$ cat src/rtl/sdf_r2_butterfly_stage_if.sv
// Stream bundle for one radix-2 SDF butterfly stage.
// Slave side is the stage itself; master side feeds it and takes its output.
interface sdf_r2_butterfly_stage_if #(
    parameter int DATA_W = 14
);
    logic                     in_valid;
    logic                     in_sof;
    logic signed [DATA_W-1:0] in_real;
    logic signed [DATA_W-1:0] in_imag;
    logic                     out_valid;
    logic                     out_bf;
    logic signed [DATA_W-1:0] out_real;
    logic signed [DATA_W-1:0] out_imag;

    modport slave (
        input  in_valid,
        input  in_sof,
        input  in_real,
        input  in_imag,
        output out_valid,
        output out_bf,
        output out_real,
        output out_imag
    );

    modport master (
        output in_valid,
        output in_sof,
        output in_real,
        output in_imag,
        input  out_valid,
        input  out_bf,
        input  out_real,
        input  out_imag
    );
endinterface

$ cat src/rtl/sdf_r2_butterfly_stage.sv
// Radix-2 single-path delay-feedback butterfly stage, stall tolerant.
// Optional SDF_BF_SCALE_EN: halve sum/difference (floor) instead of wrapping.
module sdf_r2_butterfly_stage #(
    parameter int DATA_W = 14,
    parameter int DELAY  = 2
) (
    input logic                    clk,
    input logic                    rst_n,
    sdf_r2_butterfly_stage_if.slave bus
);
    localparam int CW = $clog2(2 * DELAY);

    typedef logic signed [DATA_W-1:0] smp_t;
    typedef logic signed [DATA_W:0]   wide_t;

    logic [CW-1:0] cnt_q, cnt_d, p;
    logic          primed_q, primed_d;
    logic          vld_q, vld_d;
    logic          bf_q, bf_d;
    smp_t          ore_q, ore_d;
    smp_t          oim_q, oim_d;
    smp_t          dre_q [DELAY];
    smp_t          dre_d [DELAY];
    smp_t          dim_q [DELAY];
    smp_t          dim_d [DELAY];

    logic  acc, bf_ph;
    smp_t  head_re, head_im;
    wide_t ws_re, wd_re, ws_im, wd_im;
    smp_t  sum_re, dif_re, sum_im, dif_im;

    always_comb begin
        acc     = bus.in_valid;
        p       = (acc && bus.in_sof) ? '0 : cnt_q;
        // frame length is a power of two, so the MSB marks the second half
        bf_ph   = p[CW-1];
        head_re = dre_q[0];
        head_im = dim_q[0];

        ws_re = {head_re[DATA_W-1], head_re}
              + {bus.in_real[DATA_W-1], bus.in_real};
        wd_re = {head_re[DATA_W-1], head_re}
              - {bus.in_real[DATA_W-1], bus.in_real};
        ws_im = {head_im[DATA_W-1], head_im}
              + {bus.in_imag[DATA_W-1], bus.in_imag};
        wd_im = {head_im[DATA_W-1], head_im}
              - {bus.in_imag[DATA_W-1], bus.in_imag};

`ifdef SDF_BF_SCALE_EN
        sum_re = ws_re[DATA_W:1];
        dif_re = wd_re[DATA_W:1];
        sum_im = ws_im[DATA_W:1];
        dif_im = wd_im[DATA_W:1];
`else
        sum_re = ws_re[DATA_W-1:0];
        dif_re = wd_re[DATA_W-1:0];
        sum_im = ws_im[DATA_W-1:0];
        dif_im = wd_im[DATA_W-1:0];
`endif

        cnt_d    = cnt_q;
        primed_d = primed_q;
        vld_d    = 1'b0;
        bf_d     = bf_q;
        ore_d    = ore_q;
        oim_d    = oim_q;
        dre_d    = dre_q;
        dim_d    = dim_q;

        if (acc) begin
            cnt_d    = p + CW'(1);
            primed_d = primed_q | bf_ph;
            vld_d    = primed_q | bf_ph;
            bf_d     = bf_ph;
            for (int i = 0; i < DELAY - 1; i++) begin
                dre_d[i] = dre_q[i+1];
                dim_d[i] = dim_q[i+1];
            end
            if (bf_ph) begin
                ore_d           = sum_re;
                oim_d           = sum_im;
                dre_d[DELAY-1]  = dif_re;
                dim_d[DELAY-1]  = dif_im;
            end else begin
                ore_d           = head_re;
                oim_d           = head_im;
                dre_d[DELAY-1]  = bus.in_real;
                dim_d[DELAY-1]  = bus.in_imag;
            end
        end
    end

    // carry/guard bits dropped by the reduction in one build or the other
    logic unused_bits;
    assign unused_bits = ^{ws_re[0], wd_re[0], ws_im[0], wd_im[0],
                           ws_re[DATA_W], wd_re[DATA_W],
                           ws_im[DATA_W], wd_im[DATA_W]};

    always_ff @(posedge clk or negedge rst_n) begin
        if (!rst_n) begin
            cnt_q    <= '0;
            primed_q <= 1'b0;
            vld_q    <= 1'b0;
            bf_q     <= 1'b0;
            ore_q    <= '0;
            oim_q    <= '0;
            for (int i = 0; i < DELAY; i++) begin
                dre_q[i] <= '0;
                dim_q[i] <= '0;
            end
        end else begin
            cnt_q    <= cnt_d;
            primed_q <= primed_d;
            vld_q    <= vld_d;
            bf_q     <= bf_d;
            ore_q    <= ore_d;
            oim_q    <= oim_d;
            dre_q    <= dre_d;
            dim_q    <= dim_d;
        end
    end

    assign bus.out_valid = vld_q;
    assign bus.out_bf    = bf_q;
    assign bus.out_real  = ore_q;
    assign bus.out_imag  = oim_q;
endmodule

$ cat src/flat_wrapper.sv
// flat-port wrapper written by rule: the top's interface ports become plain ports
module sdf_r2_butterfly_stage_flat 
#(
    parameter int DATA_W = 14,
    parameter int DELAY  = 2
)
  (clk, rst_n, bus_in_valid, bus_in_sof, bus_in_real, bus_in_imag, bus_out_valid, bus_out_bf, bus_out_real, bus_out_imag);
  sdf_r2_butterfly_stage_if #(.DATA_W(DATA_W)) bus_i ();
  input logic clk;
  input logic rst_n;
  input wire logic [$bits(bus_i.in_valid)-1:0] bus_in_valid;
  input wire logic [$bits(bus_i.in_sof)-1:0] bus_in_sof;
  input wire logic [$bits(bus_i.in_real)-1:0] bus_in_real;
  input wire logic [$bits(bus_i.in_imag)-1:0] bus_in_imag;
  output wire logic [$bits(bus_i.out_valid)-1:0] bus_out_valid;
  output wire logic [$bits(bus_i.out_bf)-1:0] bus_out_bf;
  output wire logic [$bits(bus_i.out_real)-1:0] bus_out_real;
  output wire logic [$bits(bus_i.out_imag)-1:0] bus_out_imag;
  assign bus_i.in_valid = bus_in_valid;
  assign bus_i.in_sof = bus_in_sof;
  assign bus_i.in_real = bus_in_real;
  assign bus_i.in_imag = bus_in_imag;
  assign bus_out_valid = bus_i.out_valid;
  assign bus_out_bf = bus_i.out_bf;
  assign bus_out_real = bus_i.out_real;
  assign bus_out_imag = bus_i.out_imag;
  sdf_r2_butterfly_stage #(.DATA_W(DATA_W), .DELAY(DELAY)) u_core (.clk(clk), .rst_n(rst_n), .bus(bus_i));
endmodule
$ cat config.mk
export PLATFORM = sky130hd
export DESIGN_NAME = sdf_r2_butterfly_stage_flat
export DESIGN_NICKNAME = d
export VERILOG_FILES = /design/src/rtl/sdf_r2_butterfly_stage_if.sv /design/src/rtl/sdf_r2_butterfly_stage.sv /design/src/flat_wrapper.sv
export SDC_FILE = /design/constraint.sdc
export NUM_CORES = 1
export LEC_CHECK = 0
export BUFFER_PORTS_ARGS = -buffer_cell sky130_fd_sc_hd__buf_2
export CORE_ASPECT_RATIO = 1.4
export CORE_MARGIN = 2
export CORE_UTILIZATION = 45
export DETAILED_ROUTE_END_ITERATION = 7
export PLACE_DENSITY = 0.75
export SKIP_CTS_REPAIR_TIMING = 1
export SYNTH_ARGS = -nofsm -noshare
export SYNTH_HDL_FRONTEND = slang
export SYNTH_SLANG_ARGS = --single-unit
export TNS_END_PERCENT = 10
$ cat constraint.sdc
create_clock -name clk -period 2.83 [get_ports clk]
set_input_delay 0.283 -clock clk [delete_from_list [all_inputs] [get_ports clk]]
set_output_delay 0.283 -clock clk [all_outputs]
set_load 0.005 [all_outputs]
**Word level (Yosys, flattened, before mapping)**

Cells that the tools add are included.

- Multiplexer cells: 6
- Reductions and logical operators: 1
- Add/sub/neg operators: 5
- Divide/modulo/power cells: 0
- Eq/ne operators: 0
- Bitwise gates (word level): 1
- $mul: 0
- Shift operators: 0
- Magnitude comparators: 0

Operator list:

| cell | number |
|---|---|
| two-way mux 14 bit | 4 |
| adder 14 bit | 2 |
| subtractor 14 bit | 2 |
| adder 2 x 1 -> 2 bit, second input constant | 1 |
| two-way mux 2 bit | 1 |
| logical AND 1 bit | 1 |
| two-way mux 1 bit | 1 |
| OR 1 bit | 1 |

- Latch bits: 0
- Memories: 0
- Input bits: 32
- RAM bits: 0
- Output and inout port bits: 30
- Register bits: 89
- Bits in read-only memories: 0
- Word-level logic and storage cells: 23

**Longest topological paths before layout**

Gate-level depths: netlist (run 1).

- Word-level depth: 4
- Mapped depth: 11
- Depth with buffers taken out: 11

**Worst setup path before layout (run 1)**

No wires, ideal clock.

- Path kind: register -> register
- Start point: register u_core.dim_q (netlist bit u_core.head_im[0])
- End point: register u_core.dim_q[12] in the netlist's numbering
- Data arrival time: 2.066 ns
- Buffers on the path: 0
- Period minus slack after synthesis: 2.213 ns
- Stages on the path, launching flop included: 12
- Required time: 2.684 ns
- Slack: 0.617 ns
- Setup time: 0.146 ns
- Cells stage by stage: dfrtp_1 > inv_1 > ha_1 > fa_1 > nor2b_1 > o21a_1 > o21ai_2 > a21oi_1 > nor2_1 > o21ai_0 > mux2i_1 > o311ai_0

- Cells in the longest elaborated chain, start to end: 2

Ends and longest elaborated chain:

| what | line | RTL |
|---|---|---|
| start: declaration | sdf_r2_butterfly_stage.sv:24 | `smp_t dim_q [DELAY];` |
| start signal: assignment | sdf_r2_butterfly_stage.sv:119 | `dim_q <= dim_d;` |
| subtractor 14 bit | sdf_r2_butterfly_stage.sv:47 | `- {bus.in_imag[DATA_W-1], bus.in_imag};` |
| two-way mux 14 bit | sdf_r2_butterfly_stage.sv:79 | `if (bf_ph) begin` |

Every way passes these cells.
A chain may end at the register's enable or synchronous reset.

**Worst setup path after layout (run 1)**

- Start point: register u_core.dim_q (netlist bit u_core.head_im[0])
- End point: register u_core.oim_q[10], in the netlist u_core.bus.out_imag[10]

- Cells in the longest elaborated chain, start to end: 2

Ends and longest elaborated chain:

| what | line | RTL |
|---|---|---|
| adder 14 bit | sdf_r2_butterfly_stage.sv:45 | `+ {bus.in_imag[DATA_W-1], bus.in_imag};` |
| two-way mux 14 bit | sdf_r2_butterfly_stage.sv:79 |  |
| end signal: assignment | sdf_r2_butterfly_stage.sv:117 | `oim_q <= oim_d;` |
| end: declaration | sdf_r2_butterfly_stage.sv:21 | `smp_t oim_q, oim_d;` |

Every way passes these cells.

==> impl_metrics.env, run 1 <==
export IMPL_status="finished, violations left"
export IMPL_violations="negative hold slack"
export IMPL_critical_path_class="flop to flop"
export IMPL_first_pass_iters=4
export IMPL_ys_flop_type="dfrtp_1"
export IMPL_clock_sinks=89
export IMPL_required_ns=3.06
export IMPL_r2r_cells=10
export IMPL_cp_max_fo=3
export IMPL_place_hpwl_um=10300
export IMPL_fin_cells=959
export IMPL_r2r_slack_ns=0.37
export IMPL_finalHoldViolations=34
export IMPL_drv_cap=0
export IMPL_power_density_mw_per_mm2=704
export IMPL_die_area_mm2=0.0149
export IMPL_finalWorstSetupSlack_ns=0.374
export IMPL_crit_path_cell_trace="ha_1 > fa_1 > nand2b_1 > a21oi_1 > o21ai_1 > a21oi_2 > nor2_1 > o211ai_1 > mux2i_1 > a211o_1"
export IMPL_r2r_end="u_core.bus.out_imag[10]"
export IMPL_drive_gt1_frac=0.158
export IMPL_wl_per_cell_um=14.9
export IMPL_synth_top_area_frac=0.356
export IMPL_reg2reg_from="u_core.head_im[0]"
export IMPL_fp_dieW_um=104
export IMPL_via_count=5216
export IMPL_timing_hold_ws_ns=-0.0159
export IMPL_vdd_drop_max_v=0.000296
export IMPL_fin_crit_sh=0.868
export IMPL_ys_ff_latch=89
export IMPL_fin_area_mm2=0.00709
export IMPL_diodes=0
export IMPL_syn_inst=726
export IMPL_final_common_cell="dfrtp_1"
export IMPL_post_route_util=0.514
export IMPL_max_stage_delay_ns=0.41
export IMPL_grt_pass1_wl_um=23800
export IMPL_start_util=0.454
export IMPL_gp_congestion=0.935
export IMPL_slowest_stage="fa_1"
export IMPL_syn2layout_area_growth_pct=13.2
export IMPL_ioPinCount=62
export IMPL_final_nets=857
export IMPL_wl_um=14300
export IMPL_io_buffers=61
export IMPL_finalSetupTns_ns=0
export IMPL_synth_warnings=0
export IMPL_critical_path_arrival_ns=2.69
export IMPL_clk_pin_slew_worst_paths_ns=0.06
export IMPL_synth_area_top_cells="dfrtp_1 (36%), ha_1 (10%), a21oi_1 (6.6%)"
export IMPL_grt_pass1_vias=4978
export IMPL_totalPowerFinal_mw=4.99
export IMPL_dpl_cell_area_mm2=0.00676
export IMPL_mostFrequentLayoutCells="dfrtp_1 (89), nor2_1 (86), a21oi_1 (83)"
export IMPL_clkLatencyLatePin_ns=0.35
export IMPL_async_flop_share=1.00
export IMPL_drv_slew=0
export IMPL_ant_nets=0
export IMPL_netlist_area_mm2=0.00626
export IMPL_drt_initial_drc_count=204
export IMPL_cp_end_kind="flop"
export IMPL_synth_distinct_cells=57
export IMPL_timing_final_crit_period_ns=2.46
export IMPL_critPathBufInv=0
export IMPL_root_buffer="clkbuf_16"
export IMPL_synth_area_leader_cell="dfrtp_1"
export IMPL_avgSynthCellArea_um2=8.63
export IMPL_setup_viol=0
export IMPL_overflow=0
export IMPL_rsz0062_at_grt="no"
export IMPL_drc=0
export IMPL_p_leak_nw=3.29
export IMPL_syn_nets=814
export IMPL_slew_headroom=0.392
export IMPL_skew_ns=0.00517
export IMPL_h_tree_depth=3
export IMPL_fmax_mhz=407
export IMPL_clock_path_buffers=2
export IMPL_grt_max_degree=73
export IMPL_cpLargestDelayFamily="compound AO/OA/AOI/OAI gates"
export IMPL_routed_via_density=5.44
export IMPL_core_area_mm2=0.0138
export IMPL_numCtsBuffers=9
export IMPL_antenna_found_initial=0
export IMPL_rows=51
export IMPL_dp_cells=943
export IMPL_worstSetupStartpointType="flop"
export IMPL_synth_edf_count=0
export IMPL_place_ws_ns=0.369
export IMPL_die_height_um=144
export IMPL_ys_seq_area_frac=0.356
export IMPL_track_usage=0.197
export IMPL_tritoncts="done"
export IMPL_worst_slew_pin_slew_ns=0.911
export IMPL_hp_class="input port to async pin"
worst max-delay path by stage:
stage / startpoint / endpoint / slack (ns) / cells after the start
floorplan: u_core.head_im[0] / u_core.dim_q[12] / 0.62 / 11
global placement: bus_in_imag[0] / u_core.bus.out_imag[10] / 0.35 / 11
detailed placement: bus_in_imag[0] / u_core.bus.out_imag[10] / 0.37 / 11
CTS: u_core.head_im[0] / u_core.bus.out_imag[10] / 0.38 / 10
global route: u_core.head_im[0] / u_core.dim_q[12] / 0.12 / 11
finish: u_core.head_im[0] / u_core.bus.out_imag[10] / 0.37 / 10
per-layer routing:
layer	track usage	up-vias	wire length [µm]
met5	0	-	0
li1	-	2619	-
met4	0.100	0	401
met3	0.0240	28	498
met1	0.247	2471	6380
met2	0.337	98	6990
power breakdown:
part / switching (mW) / total [mW] / internal [mW]
clock: 0.507 / 1.33 / 0.824
sequential: 0.193 / 1.72 / 1.53
combinational: 1.07 / 1.94 / 0.864
total: 1.77 / 4.99 / 3.22
synth_stat cells (all sizes together) (5+ instances only):
| cell type | number |
|---|---|
| a211o | 5 |
| a211oi | 7 |
| a21o | 18 |
| a21oi | 85 |
| and3 | 10 |
| buf | 8 |
| clkbuf | 31 |
| dfrtp | 89 |
| ha | 52 |
| inv | 56 |
| mux2 | 25 |
| mux2i | 6 |
| nand2 | 30 |
| nand2b | 15 |
| nand3 | 11 |
| nor2 | 87 |
| nor2b | 8 |
| nor3 | 24 |
| o211ai | 7 |
| o21a | 6 |
| o21ai | 54 |
| o21bai | 5 |
| xnor2 | 30 |
sequential cells by signal, summed over array words and instances, names as in the netlist:
signal / cells
u_core.head_re: 14
u_core.primed_q: 1
u_core.dim_q: 14
u_core.bus.out_bf: 1
u_core.head_im: 14
u_core.cnt_q: 2
u_core.dre_q: 14
u_core.bus.out_valid: 1
u_core.bus.out_imag: 14
u_core.bus.out_real: 14
cell type report:
cell class	instances	area [µm²]
Fill cell	1313	6700
Inverter	56	210
Timing Repair Buffer	71	410
Clock inverter	4	73.8
Multi-Input combinational cell	542	3680
Tap cell	185	231
Sequential cell	89	2230
Clock buffer	12	256
kinds of logic (layout without fill, tap and decap cells):
logic type               Yosys count  in the layout  share of synthesized area
AO/OA/AOI/OAI                    218            218                      0.215
AND/OR/NAND/NOR                  204            204                      0.153
buffers and inverters             95            143                     0.0583
flip-flops                        89             89                      0.356
adder cells (fa/ha/maj)           56             56                      0.117
XOR/XNOR                          33             33                     0.0461
multiplexers                      31             31                     0.0545
Note: power is estimated with default switching activity, not from simulation.
==> run 2: changes to the inputs <==
--- a/config.mk
+++ b/config.mk
@@ -11,6 +11,8 @@
 export CORE_UTILIZATION = 45
 export DETAILED_ROUTE_END_ITERATION = 7
 export PLACE_DENSITY = 0.75
+export RECOVER_POWER = 25
+export REMOVE_ABC_BUFFERS = 1
 export SKIP_CTS_REPAIR_TIMING = 1
 export SYNTH_ARGS = -nofsm -noshare
 export SYNTH_HDL_FRONTEND = slang
==> impl_metrics.env, run 2 (synthesis gave the netlist of run 1 again) <==
export IMPL_ioPinCount=62
export IMPL_first_pass_iters=5
export IMPL_start_util=0.454
export IMPL_fp_dieW_um=104
export IMPL_worstSetupStartpointType="flop"
export IMPL_slew_headroom=0.0594
export IMPL_gp_congestion=0.915
export IMPL_use_met2=0.401
export IMPL_place_hpwl_um=10900
export IMPL_power_density_mw_per_mm2=708
export IMPL_clock_sinks=89
export IMPL_critical_path_class="flop to flop"
export IMPL_routed_via_density=5.53
export IMPL_tritoncts="done"
export IMPL_drc=0
export IMPL_skew_ns=0.00678
export IMPL_status="complete, no violations"
export IMPL_diodes=0
export IMPL_fin_area_mm2=0.00708
export IMPL_mostFrequentLayoutCells="dfrtp_1 (89), nor2_1 (86), a21oi_1 (83)"
export IMPL_required_ns=3.09
export IMPL_hp_class="input port to flop"
export IMPL_totalPowerFinal_mw=5.01
export IMPL_finalWorstSetupSlack_ns=0.318
export IMPL_critical_path_arrival_ns=2.78
export IMPL_nFillCells=1342
export IMPL_met1_usage=0.232
export IMPL_clk_pin_slew_worst_paths_ns=0.07
export IMPL_cp_max_fo=4
export IMPL_fin_crit_sh=0.888
export IMPL_h_tree_depth=3
export IMPL_drt_initial_drc_count=312
export IMPL_track_usage=0.210
export IMPL_drive_gt1_frac=0.162
export IMPL_rows=51
export IMPL_numCtsBuffers=9
export IMPL_die_height_um=144
export IMPL_syn2layout_area_growth_pct=13.1
export IMPL_multi_input_area_mm2=0.00368
export IMPL_drv_cap=0
export IMPL_vdd_drop_max_v=0.000290
export IMPL_clkLatencyLatePin_ns=0.35
export IMPL_ant_nets=0
export IMPL_final_nets=860
export IMPL_rsz0062_at_grt="no"
export IMPL_timing_hold_ws_ns=0.208
export IMPL_use_met3=0.0313
export IMPL_finalHoldViolations=0
export IMPL_wl_um=14900
export IMPL_register_area_mm2=0.00223
export IMPL_grt_pass1_wl_um=25200
export IMPL_die_area_mm2=0.0149
export IMPL_worst_slew_pin_slew_ns=1.41
export IMPL_root_buffer="clkbuf_16"
export IMPL_p_leak_nw=3.29
export IMPL_grt_pass1_vias=5365
export IMPL_busiest_layer="met2"
export IMPL_timing_final_crit_period_ns=2.51
export IMPL_fmax_mhz=398
export IMPL_drv_slew=0
export IMPL_dpl_cell_area_mm2=0.00676
export IMPL_antenna_found_initial=0
export IMPL_grt_max_degree=62
export IMPL_final_common_cell="dfrtp_1"
export IMPL_wl_per_cell_um=15.5
export IMPL_cp_end_kind="flop"
export IMPL_place_ws_ns=0.308
export IMPL_io_buffers=61
export IMPL_setup_viol=0
export IMPL_overflow=0
export IMPL_clock_path_buffers=2
export IMPL_core_area_mm2=0.0138
export IMPL_via_count=5317
export IMPL_finalSetupTns_ns=0
-- run 2: routing by layer --
metal | vias up | part of all wire
met5 | - | 0
met4 | 0 | 0.028
met3 | 34 | 0.031
met2 | 124 | 0.53
met1 | 2532 | 0.41
li1 | 2627 | -
-- run 2: final timing paths --
kind	startpoint	to	slack (ns)	cells past startpoint
worst min-delay path	bus_in_sof	u_core.cnt_q[1]	0.21	2
worst max register to register	u_core.head_im[0]	u_core.dim_q[10]	0.32	11
worst min register to register	u_core.bus.out_imag[5]	u_core.bus.out_imag[5]	0.47	1
min in group asynchronous	rst_n	u_core.bus.out_real[4]	0.25	1
worst max-delay path	u_core.head_im[0]	u_core.dim_q[10]	0.32	11
max in group asynchronous	rst_n	u_core.dre_q[13]	1.60	2
-- run 2: final cells by class --
type,instances,share of cell area
tap,185,0.0327
clock buffer,10,0.0337
clock inverter,6,0.0127
inverter,56,0.0297
multi-input combinational,542,0.519
sequential,89,0.314
timing repair buffer,74,0.0572
-- run 2: report_power, final --
part           internal, mW  switching (mW)  leakage (nW)  total (mW)
sequential             1.53           0.190          1.04        1.72
clock                 0.801           0.533         0.159        1.33
combinational         0.867            1.09          2.09        1.96
total                  3.19            1.82          3.29        5.01
-- run 2: through the flow --
stage	util	std cells
after detailed placement	0.490	946
after global routing	0.514	962
after floorplan	-	687
final	0.514	962
after CTS	0.514	962
after global placement	0.490	946
-- run 2: critical path, stage by stage, from the launching register on --
cell and delay, ns:
dfrtp_1 0.37, inv_1 0.06, ha_1 0.21, fa_1 0.41, nor2b_1 0.13, o21a_1 0.15, o21ai_2 0.08, a21oi_1 0.32
o211ai_1 0.16, a21oi_1 0.27, nor3_1 0.07, o31ai_1 0.19
==> run 3: changes to the inputs <==
--- a/config.mk
+++ b/config.mk
@@ -5,11 +5,13 @@
 export SDC_FILE = /design/constraint.sdc
 export NUM_CORES = 1
 export LEC_CHECK = 0
+export ABC_AREA = 1
 export BUFFER_PORTS_ARGS = -buffer_cell sky130_fd_sc_hd__buf_2
 export CORE_ASPECT_RATIO = 1.4
 export CORE_MARGIN = 2
 export CORE_UTILIZATION = 45
 export DETAILED_ROUTE_END_ITERATION = 7
+export GPL_TIMING_DRIVEN = 0
 export PLACE_DENSITY = 0.75
 export RECOVER_POWER = 25
 export REMOVE_ABC_BUFFERS = 1
==> impl_metrics.env, run 3 <==
export IMPL_status="finished, violations left"
export IMPL_violations="max-capacitance violations, max-slew violations"
export IMPL_clkPwrFrac=0.278
export IMPL_p_leak_nw=4.16
export IMPL_synth_distinct_cells=36
export IMPL_vdd_drop_max_v=0.000352
export IMPL_finalHoldViolations=0
export IMPL_final_common_cell="nand2_1"
export IMPL_p_comb_frac=0.385
export IMPL_cellInternalPower_mw=3.00
export IMPL_numCtsBuffers=9
export IMPL_rsz0062_at_grt="no"
export IMPL_diodes=0
export IMPL_hp_class="input port to flop"
export IMPL_seqPwrFrac=0.337
export IMPL_clock_path_buffers=2
export IMPL_drive_gt1_frac=0.109
export IMPL_critical_path_class="input port to flop"
export IMPL_wl_um=17300
export IMPL_fin_crit_sh=0.884
export IMPL_cp_max_fo=77
export IMPL_nFillCells=1573
export IMPL_clock_sinks=89
export IMPL_ys_ff_latch=89
export IMPL_ys_flop_type="dfrtp_1"
export IMPL_grt_pass1_vias=6446
export IMPL_syn2layout_area_growth_pct=9.19
export IMPL_synth_edf_count=0
export IMPL_swShare=0.395
export IMPL_fmax_mhz=400
export IMPL_tritoncts="done"
export IMPL_synth_warnings=0
export IMPL_ioPinCount=62
export IMPL_cp_startpoint="bus_in_valid"
export IMPL_wl_per_cell_um=13.7
export IMPL_first_pass_iters=5
export IMPL_synth_top_area_frac=0.319
export IMPL_hold_path_startpoint="bus_in_real[0]"
export IMPL_grt_pass1_wl_um=29500
export IMPL_start_util=0.462
export IMPL_synth_area_top_cells="dfrtp_1 (32%), nand2_1 (19%), ha_1 (9.3%)"
export IMPL_clkLatencyLatePin_ns=0.36
export IMPL_drc=0
export IMPL_synth_most_common_cell="nand2_1"
export IMPL_drt_initial_drc_count=510
export IMPL_die_area_mm2=0.0166
export IMPL_clk_pin_slew_worst_paths_ns=0.07
export IMPL_slew_headroom=-0.266
export IMPL_netlist_area_mm2=0.00699
export IMPL_power_density_mw_per_mm2=650
export IMPL_ant_nets=0
export IMPL_skew_ns=0.0119
export IMPL_drv_cap=1
export IMPL_critical_path_arrival_ns=2.74
export IMPL_drv_slew=33
export IMPL_async_flop_share=1.00
export IMPL_reg2reg_from="u_core.cnt_q[1]"
export IMPL_track_usage=0.226
export IMPL_timing_final_crit_period_ns=2.50
export IMPL_die_height_um=151
export IMPL_fp_dieW_um=109
export IMPL_cp_end_kind="flop"
export IMPL_final_nets=1153
export IMPL_avgSynthCellArea_um2=6.74
export IMPL_worst_slew_pin_slew_ns=1.90
export IMPL_h_tree_depth=3
export IMPL_io_buffers=61
export IMPL_synthTopCellsByCount="nand2_1 (358), inv_1 (130), dfrtp_1 (89)"
export IMPL_required_ns=3.07
export IMPL_via_count=6483
export IMPL_ys_seq_area_frac=0.319
export IMPL_overflow=0
export IMPL_setup_viol=0
export IMPL_place_hpwl_um=12400
export IMPL_gp_congestion=0.978
export IMPL_finalSetupTns_ns=0
export IMPL_p_sw_mw=1.96
export IMPL_worstSetupStartpointType="input port"
export IMPL_post_route_util=0.505
export IMPL_rows=53
export IMPL_synth_area_leader_cell="dfrtp_1"
export IMPL_mostFrequentLayoutCells="nand2_1 (357), inv_1 (130), dfrtp_1 (89)"
export IMPL_antenna_found_initial=0
export IMPL_root_buffer="clkbuf_16"
export IMPL_routed_via_density=5.14
export IMPL_grt_max_degree=98
export IMPL_syn_inst=1037
export IMPL_core_area_mm2=0.0151
[run 3: metrics by stage]
stage | std cells | hold WS (ns) | power, mW | setup WS [ns] | instance area (µm²)
final | 1262 | 0.201 | 4.96 | 0.328 | 7630
after global routing | 1262 | 0.202 | 5.35 | 0.0607 | 7630
after CTS | 1261 | -0.124 | 4.97 | -0.472 | 7610
after detailed placement | 1245 | 0.265 | 3.58 | -0.808 | 7290
after global placement | 1244 | 0.437 | 3.55 | -1.27 | 7250
after floorplan | 991 | -0.0126 | 3.02 | 0.882 | 6710
[run 3: logic make-up after synthesis]
logic type | Yosys count | synth area share
and+or+nand+nor | 543 | 0.327
buffers and inverters | 184 | 0.114
AOI/OAI and AO/OA | 157 | 0.126
DFF | 89 | 0.319
adders and majority gates | 56 | 0.105
xor gates and xnor gates | 8 | 0.0100
[run 3: worst max-delay path, stage by stage]
cell and delay (ns):
clkbuf_4 0.47, nand2_1 0.24, nand2_2 0.31, inv_2 0.87, o21ai_0 0.21, a21oi_1 0.17
o21ai_0 0.10
[run 3: routing by layer]
layer | part of all wire | track usage
met2 | 0.52 | 0.416
met1 | 0.42 | 0.254
met5 | 0 | 0
met3 | 0.026 | 0.0262
met4 | 0.036 | 0.113
[run 3: final cells by class]
type                            instances  area (µm²)  share of cell area
Clock inverter                          5        86.3              0.0113
Multi-Input combinational cell        764        3970               0.520
Tap cell                              192         240              0.0315
Timing Repair Buffer                   63         344              0.0451
Clock buffer                           11         243              0.0318
Sequential cell                        89        2230               0.292
Inverter                              138         523              0.0686
[run 3: path summary, 6_finish.rpt]
check / to / slack (ns) / depth (start not counted)
min in group asynchronous: u_core.bus.out_real[0] / 0.97 / 2
max in group asynchronous: u_core.bus.out_bf / 0.74 / 2
max: u_core.bus.out_imag[3] / 0.33 / 7
max reg2reg: u_core.bus.out_imag[3] / 0.58 / 5
min reg2reg: u_core.primed_q / 0.46 / 2
min: u_core.dre_q[0] / 0.20 / 3
[run 3: power groups by stage]
stage	Clock [mW]	Combinational (mW)	Sequential (mW)
6_report	1.38	1.91	1.67
5_1_grt	1.46	2.19	1.71
4_1_cts	1.39	1.91	1.67
3_5_place_dp	0	1.89	1.69
3_3_place_gp	0	1.86	1.68
2_1_floorplan	0	1.34	1.68
